File: src/rtl/aes_mixcolumns_iter.sv
// Iterative AES MixColumns / InvMixColumns over a full 128-bit state.
// COLS_PER_CYCLE columns are transformed in place per BUSY cycle.
module aes_mixcolumns_iter #(
    parameter int COLS_PER_CYCLE = 1
) (
    input  logic         clk,
    input  logic         rst,
    input  logic         in_valid,
    output logic         in_ready,
    input  logic         in_inv,
    input  logic [127:0] in_state,
    output logic         out_valid,
    input  logic         out_ready,
    output logic [127:0] out_state
);

    generate
        if (COLS_PER_CYCLE != 1 && COLS_PER_CYCLE != 2 && COLS_PER_CYCLE != 4) begin : g_bad_cols
            $error("aes_mixcolumns_iter: COLS_PER_CYCLE must be 1, 2 or 4");
        end
    endgenerate

    localparam logic [1:0] ST_IDLE = 2'd0;
    localparam logic [1:0] ST_BUSY = 2'd1;
    localparam logic [1:0] ST_DONE = 2'd2;

    // col_idx advances by this step and wraps mod 4, so a full-width step of 4 is 0.
    localparam logic [1:0] COL_STEP     = 2'(COLS_PER_CYCLE);
    localparam logic [1:0] LAST_COL_IDX = 2'(4 - COLS_PER_CYCLE);

    logic [1:0]   state_q, state_d;
    logic [1:0]   col_idx_q, col_idx_d;
    logic         inv_q, inv_d;
    logic [127:0] data_q, data_d;
    logic [127:0] busy_next;
    logic [1:0]   col_sel;

    function automatic logic [7:0] xtime(input logic [7:0] b);
        return {b[6:0], 1'b0} ^ (8'h1b & {8{b[7]}});
    endfunction

    // Forward uses {02,03,01,01}, inverse {0e,0b,0d,09}; both rotate per output row.
    function automatic logic [31:0] mix_column(input logic [31:0] col, input logic inv);
        logic [7:0]  a  [4];
        logic [7:0]  x2 [4];
        logic [7:0]  x4 [4];
        logic [7:0]  x8 [4];
        logic [7:0]  fwd_b;
        logic [7:0]  inv_b;
        logic [1:0]  i1, i2, i3;
        logic [31:0] res;
        res = '0;
        for (int i = 0; i < 4; i++) begin
            a[i]  = col[31-8*i -: 8];
            x2[i] = xtime(a[i]);
            x4[i] = xtime(x2[i]);
            x8[i] = xtime(x4[i]);
        end
        for (int i = 0; i < 4; i++) begin
            i1    = 2'(i + 1);
            i2    = 2'(i + 2);
            i3    = 2'(i + 3);
            fwd_b = x2[i] ^ (x2[i1] ^ a[i1]) ^ a[i2] ^ a[i3];
            inv_b = (x8[i] ^ x4[i] ^ x2[i])
                  ^ (x8[i1] ^ x2[i1] ^ a[i1])
                  ^ (x8[i2] ^ x4[i2] ^ a[i2])
                  ^ (x8[i3] ^ a[i3]);
            res[31-8*i -: 8] = inv ? inv_b : fwd_b;
        end
        return res;
    endfunction

    always_comb begin
        // NOTE: every variable gets a default before any branch so no latch is inferred.
        busy_next = data_q;
        col_sel   = col_idx_q;
        for (int k = 0; k < COLS_PER_CYCLE; k++) begin
            col_sel = col_idx_q + 2'(k);
            busy_next[127-32*int'(col_sel) -: 32] =
                mix_column(data_q[127-32*int'(col_sel) -: 32], inv_q);
        end
    end

    always_comb begin
        state_d   = state_q;
        col_idx_d = col_idx_q;
        inv_d     = inv_q;
        data_d    = data_q;
        case (state_q)
            ST_IDLE: begin
                if (in_valid) begin
                    data_d    = in_state;
                    inv_d     = in_inv;
                    col_idx_d = '0;
                    state_d   = ST_BUSY;
                end
            end
            ST_BUSY: begin
                data_d    = busy_next;
                col_idx_d = col_idx_q + COL_STEP;
                if (col_idx_q == LAST_COL_IDX) begin
                    state_d = ST_DONE;
                end
            end
            ST_DONE: begin
                if (out_ready) begin
                    state_d = ST_IDLE;
                end
            end
            default: state_d = ST_IDLE;
        endcase
    end

    // NOTE: the working register is reset too, so out_state reads zero straight after reset
    // and an aborted transaction leaves nothing behind.
    always_ff @(posedge clk or posedge rst) begin
        if (rst) begin
            // NOTE: sequential state uses non-blocking assignments only.
            state_q   <= ST_IDLE;
            col_idx_q <= '0;
            inv_q     <= 1'b0;
            data_q    <= '0;
        end else begin
            state_q   <= state_d;
            col_idx_q <= col_idx_d;
            inv_q     <= inv_d;
            data_q    <= data_d;
        end
    end

    assign in_ready  = (state_q == ST_IDLE);
    assign out_valid = (state_q == ST_DONE);
    assign out_state = data_q;

endmodule

File: config.mk
export PLATFORM = sky130hd
export DESIGN_NAME = aes_mixcolumns_iter
export DESIGN_NICKNAME = d
export VERILOG_FILES = /design/src/rtl/aes_mixcolumns_iter.sv
export SDC_FILE = /design/constraint.sdc
export NUM_CORES = 1
export LEC_CHECK = 0
export ABC_AREA = 0
export CAP_MARGIN = 40
export CORE_UTILIZATION = 45
export CTS_CLUSTER_DIAMETER = 60
export DETAILED_ROUTE_END_ITERATION = 12
export GPL_TIMING_DRIVEN = 0
export PLACE_DENSITY = 0.79
export REMOVE_ABC_BUFFERS = 1
export SLEW_MARGIN = 20
export SYNTH_ARGS = -nofsm -noshare
export SYNTH_HDL_FRONTEND = slang
export SYNTH_SLANG_ARGS = --single-unit
File: constraint.sdc
create_clock -name clk -period 4.72 [get_ports clk]
set_input_delay 0.944 -clock clk [delete_from_list [all_inputs] [get_ports clk]]
set_output_delay 0.944 -clock clk [all_outputs]
set_load 0.01 [all_outputs]
==> results of run 1 <==
==> cells by family after synthesis <==
| kind of cell | share of synthesized area, % |
|---|---|
| xor+xnor | 25.1 |
| buf+inv | 4.63 |
| mux | 8.70 |
| fa+ha+maj | 0.526 |
| simple gates | 8.23 |
| compound gates | 17.9 |
| flops | 35.0 |
==> cell type report <==
type,instances,share of cell area (%)
flip-flops and latches,133,25.5
inverters,4,0.172
repair buffers,273,22.1
clock buffers,17,3.26
clock inverters,15,1.75
multi-input cells,710,44.6
well taps,270,2.59
==> cell usage after synthesis (9+ instances only) <==
cell type / n
dfrtp_1: 133
xnor2_1: 128
nor2_1: 106
a21oi_1: 84
clkbuf_1: 53
nand2_1: 48
o22ai_1: 48
xor2_1: 35
o21ai_0: 34
a221oi_1: 26
mux4_2: 25
o21a_1: 23
a2bb2oi_1: 21
o21ai_1: 17
buf_2: 15
xnor3_1: 15
xnor2_2: 11
and3_1: 9
nand3_1: 9
==> layer usage <==
layer	wire length, um	part of all wire (%)
met3	2580	8.4
met2	14800	49
met1	12400	41
met5	0	0
met4	673	2.2
==> worst register-to-register path: cells and delay by family, from the launching register on <==
family | cells | cell delay [ns]
xor gates and xnor gates | 4 | 1.80
muxes | 1 | 0.96
DFF | 1 | 0.92
AOI/OAI and AO/OA | 1 | 0.32
and+or+nand+nor | 2 | 0.26
==> metrics by stage <==
step / utilization, % / worst slack (ns) / cell area (um2)
floorplan: - / 0.222 / 9090
global placement: 58.8 / -1.69 / 12100
detailed placement: 60.4 / 0.328 / 12400
CTS: 63.6 / 0.289 / 13000
global route: 63.7 / 0.144 / 13100
finish: 63.7 / 0.330 / 13100
==> flip-flops by register name, indices dropped and copies added, names as in the netlist <==
| register | count |
|---|---|
| inv_q | 1 |
| col_idx_q | 2 |
| out_state | 128 |
| state_q | 2 |
==> worst min-delay path by stage <==
stage / from / end / slack, ns / cells after the start
2_1_floorplan: out_state[47] / out_state[47] / 0.53 / 2
3_3_place_gp: out_state[79] / out_state[79] / 0.49 / 2
3_5_place_dp: out_state[88] / out_state[88] / 0.50 / 2
4_1_cts: out_state[126] / out_state[126] / 0.51 / 2
5_1_grt: out_state[17] / out_state[17] / 0.53 / 1
6_report: out_state[126] / out_state[126] / 0.51 / 2
==> results.yml, run 1 <==
status:
  status: "finished clean"
sta:
  hold_viol: 0
  min_period_ns: 4.39
  finalSetupViolations: 0
  grt_setup_unrepaired: "false"
  fmaxAchievable_mhz: 228
  tns_ns: 0
  clock-skew-final_ns: 0.00964
  whs_ns: 0.508
  fin_crit_sh_pct: 93.0
  worstMarginPinSlew_ns: 0.856
  slew_headroom_pct: 42.9
  drv_slew: 0
drt:
  dr.first_iter.drc_count: 515
  drc_errors: 0
  num_vias: 8351
  post_drt_wl_per_cell_um: 21.5
  drtPass1Iterations: 4
  antenna_left: 0
  totalWireLength_mm: 30.5
  vias_per_cell: 5.87
synth:
  synthTopCellsByArea: "dfrtp_1, xnor2_1, mux4_2"
  async_reset_ff_share_pct: 100
  synth-edff-count: 0
  avgSynthCellArea_um2: 10.2
  seq_area_frac_synth_pct: 35.0
  netlist.area_leader.share_pct: 35.0
  synth_flop_cell: "dfrtp_1"
  yosysTopAreaCell: "dfrtp_1"
  synth_cell_types: 48
  ys_ff_latch: 133
  ys_warn_count: 0
  synth_cells: 930
  syn_area_um2: 9520
place:
  place_congestion: 0.870
  portBuffers: 262
  place_inst: 1389
  dp.final_hpwl_mm: 22.2
layout:
  fillCellCount: 1611
  final_common_cell: "clkdlybuf4s50_1"
  mostFrequentLayoutCells: "clkdlybuf4s50_1, dfrtp_1, xnor2_1"
  diodes: 0
  nNetsFinal: 1276
  area_delta_synth_final_pct: 37.2
  fin_cells: 1422
  multiInputGateArea_um2: 5820
  final_layout_size_suffix_gt1_share_pct: 9.72
  seq_area_um2: 3330
setup_path:
  critPathBufInv: 0
  reg2reg_setup_slack_ns: 0.33
  worstPathArrival_ns: 4.68
  slowest_delay_ns: 0.95
  critical_path.startpoint: "col_idx_q[1]"
  crit_path_end_kind: "flip-flop"
  r2r_end: "out_state[86]"
  critPathLaunchType: "flip-flop"
  cp_max_fo: 39
  path_depth: 8
  worstPathRequired_ns: 5.01
  endpoint: "out_state[86]"
  worstSetupPathType: "reg2reg"
  cp_top_family: "XOR/XNOR gates"
  cp_cell_sequence: "mux4_1 -> xnor2_4 -> xor2_1 -> xnor3_1 -> and2_4 -> xnor3_2 -> a221oi_1 -> nor2_1"
  cp_slowest_cell: "mux4_1"
  reg2reg_depth: 8
  reg2reg_from: "col_idx_q[1]"
global_route:
  busiest_layer: "met2"
  gr-usage-met1_pct: 38.5
  grt_use_met2_pct: 46.7
  overflow: 0
  grt_pass1_wl_mm: 47.5
  grt_max_degree: 71
  first_global_vias: 8541
  grt.total_usage_pct: 28.7
  met3_usage_pct: 5.25
  antenna_found_initial: 0
floorplan:
  initial_utilization_pct: 46.4
  die_h_um: 147
  num_rows: 52
  ios: 263
  coreArea_um2: 20500
  die-area_um2: 21700
  fp.dieW_um: 147
clock_tree:
  insertion_delay_ns: 0.42
  postCtsHoldBufs: 0
  clkTransAtPathRegs_ns: 0.06
  cts-buffers-inserted: 17
  post_cts_buffers: 0
  cts_max_path_buffers: 2
  cts.sinks: 133
  cts_resized: 0
  cts_tree: "done"
  cts_root_buf: "clkbuf_16"
  htreeDepth: 4
min_path:
  hold_class: "reg2reg"
run:
  drv_cap: 0
Power of run 1 is not shown: default switching activity piles up to over one toggle a cycle in this logic, so the estimate is an artifact.
==> inputs of run 2 (changes only) <==
CTS_CLUSTER_DIAMETER = 100   (was 60)
==> results of run 2 <==
The final DEF is identical to that of run 1; final timing and power are the same.
Power of run 2 is left out for the same reason.
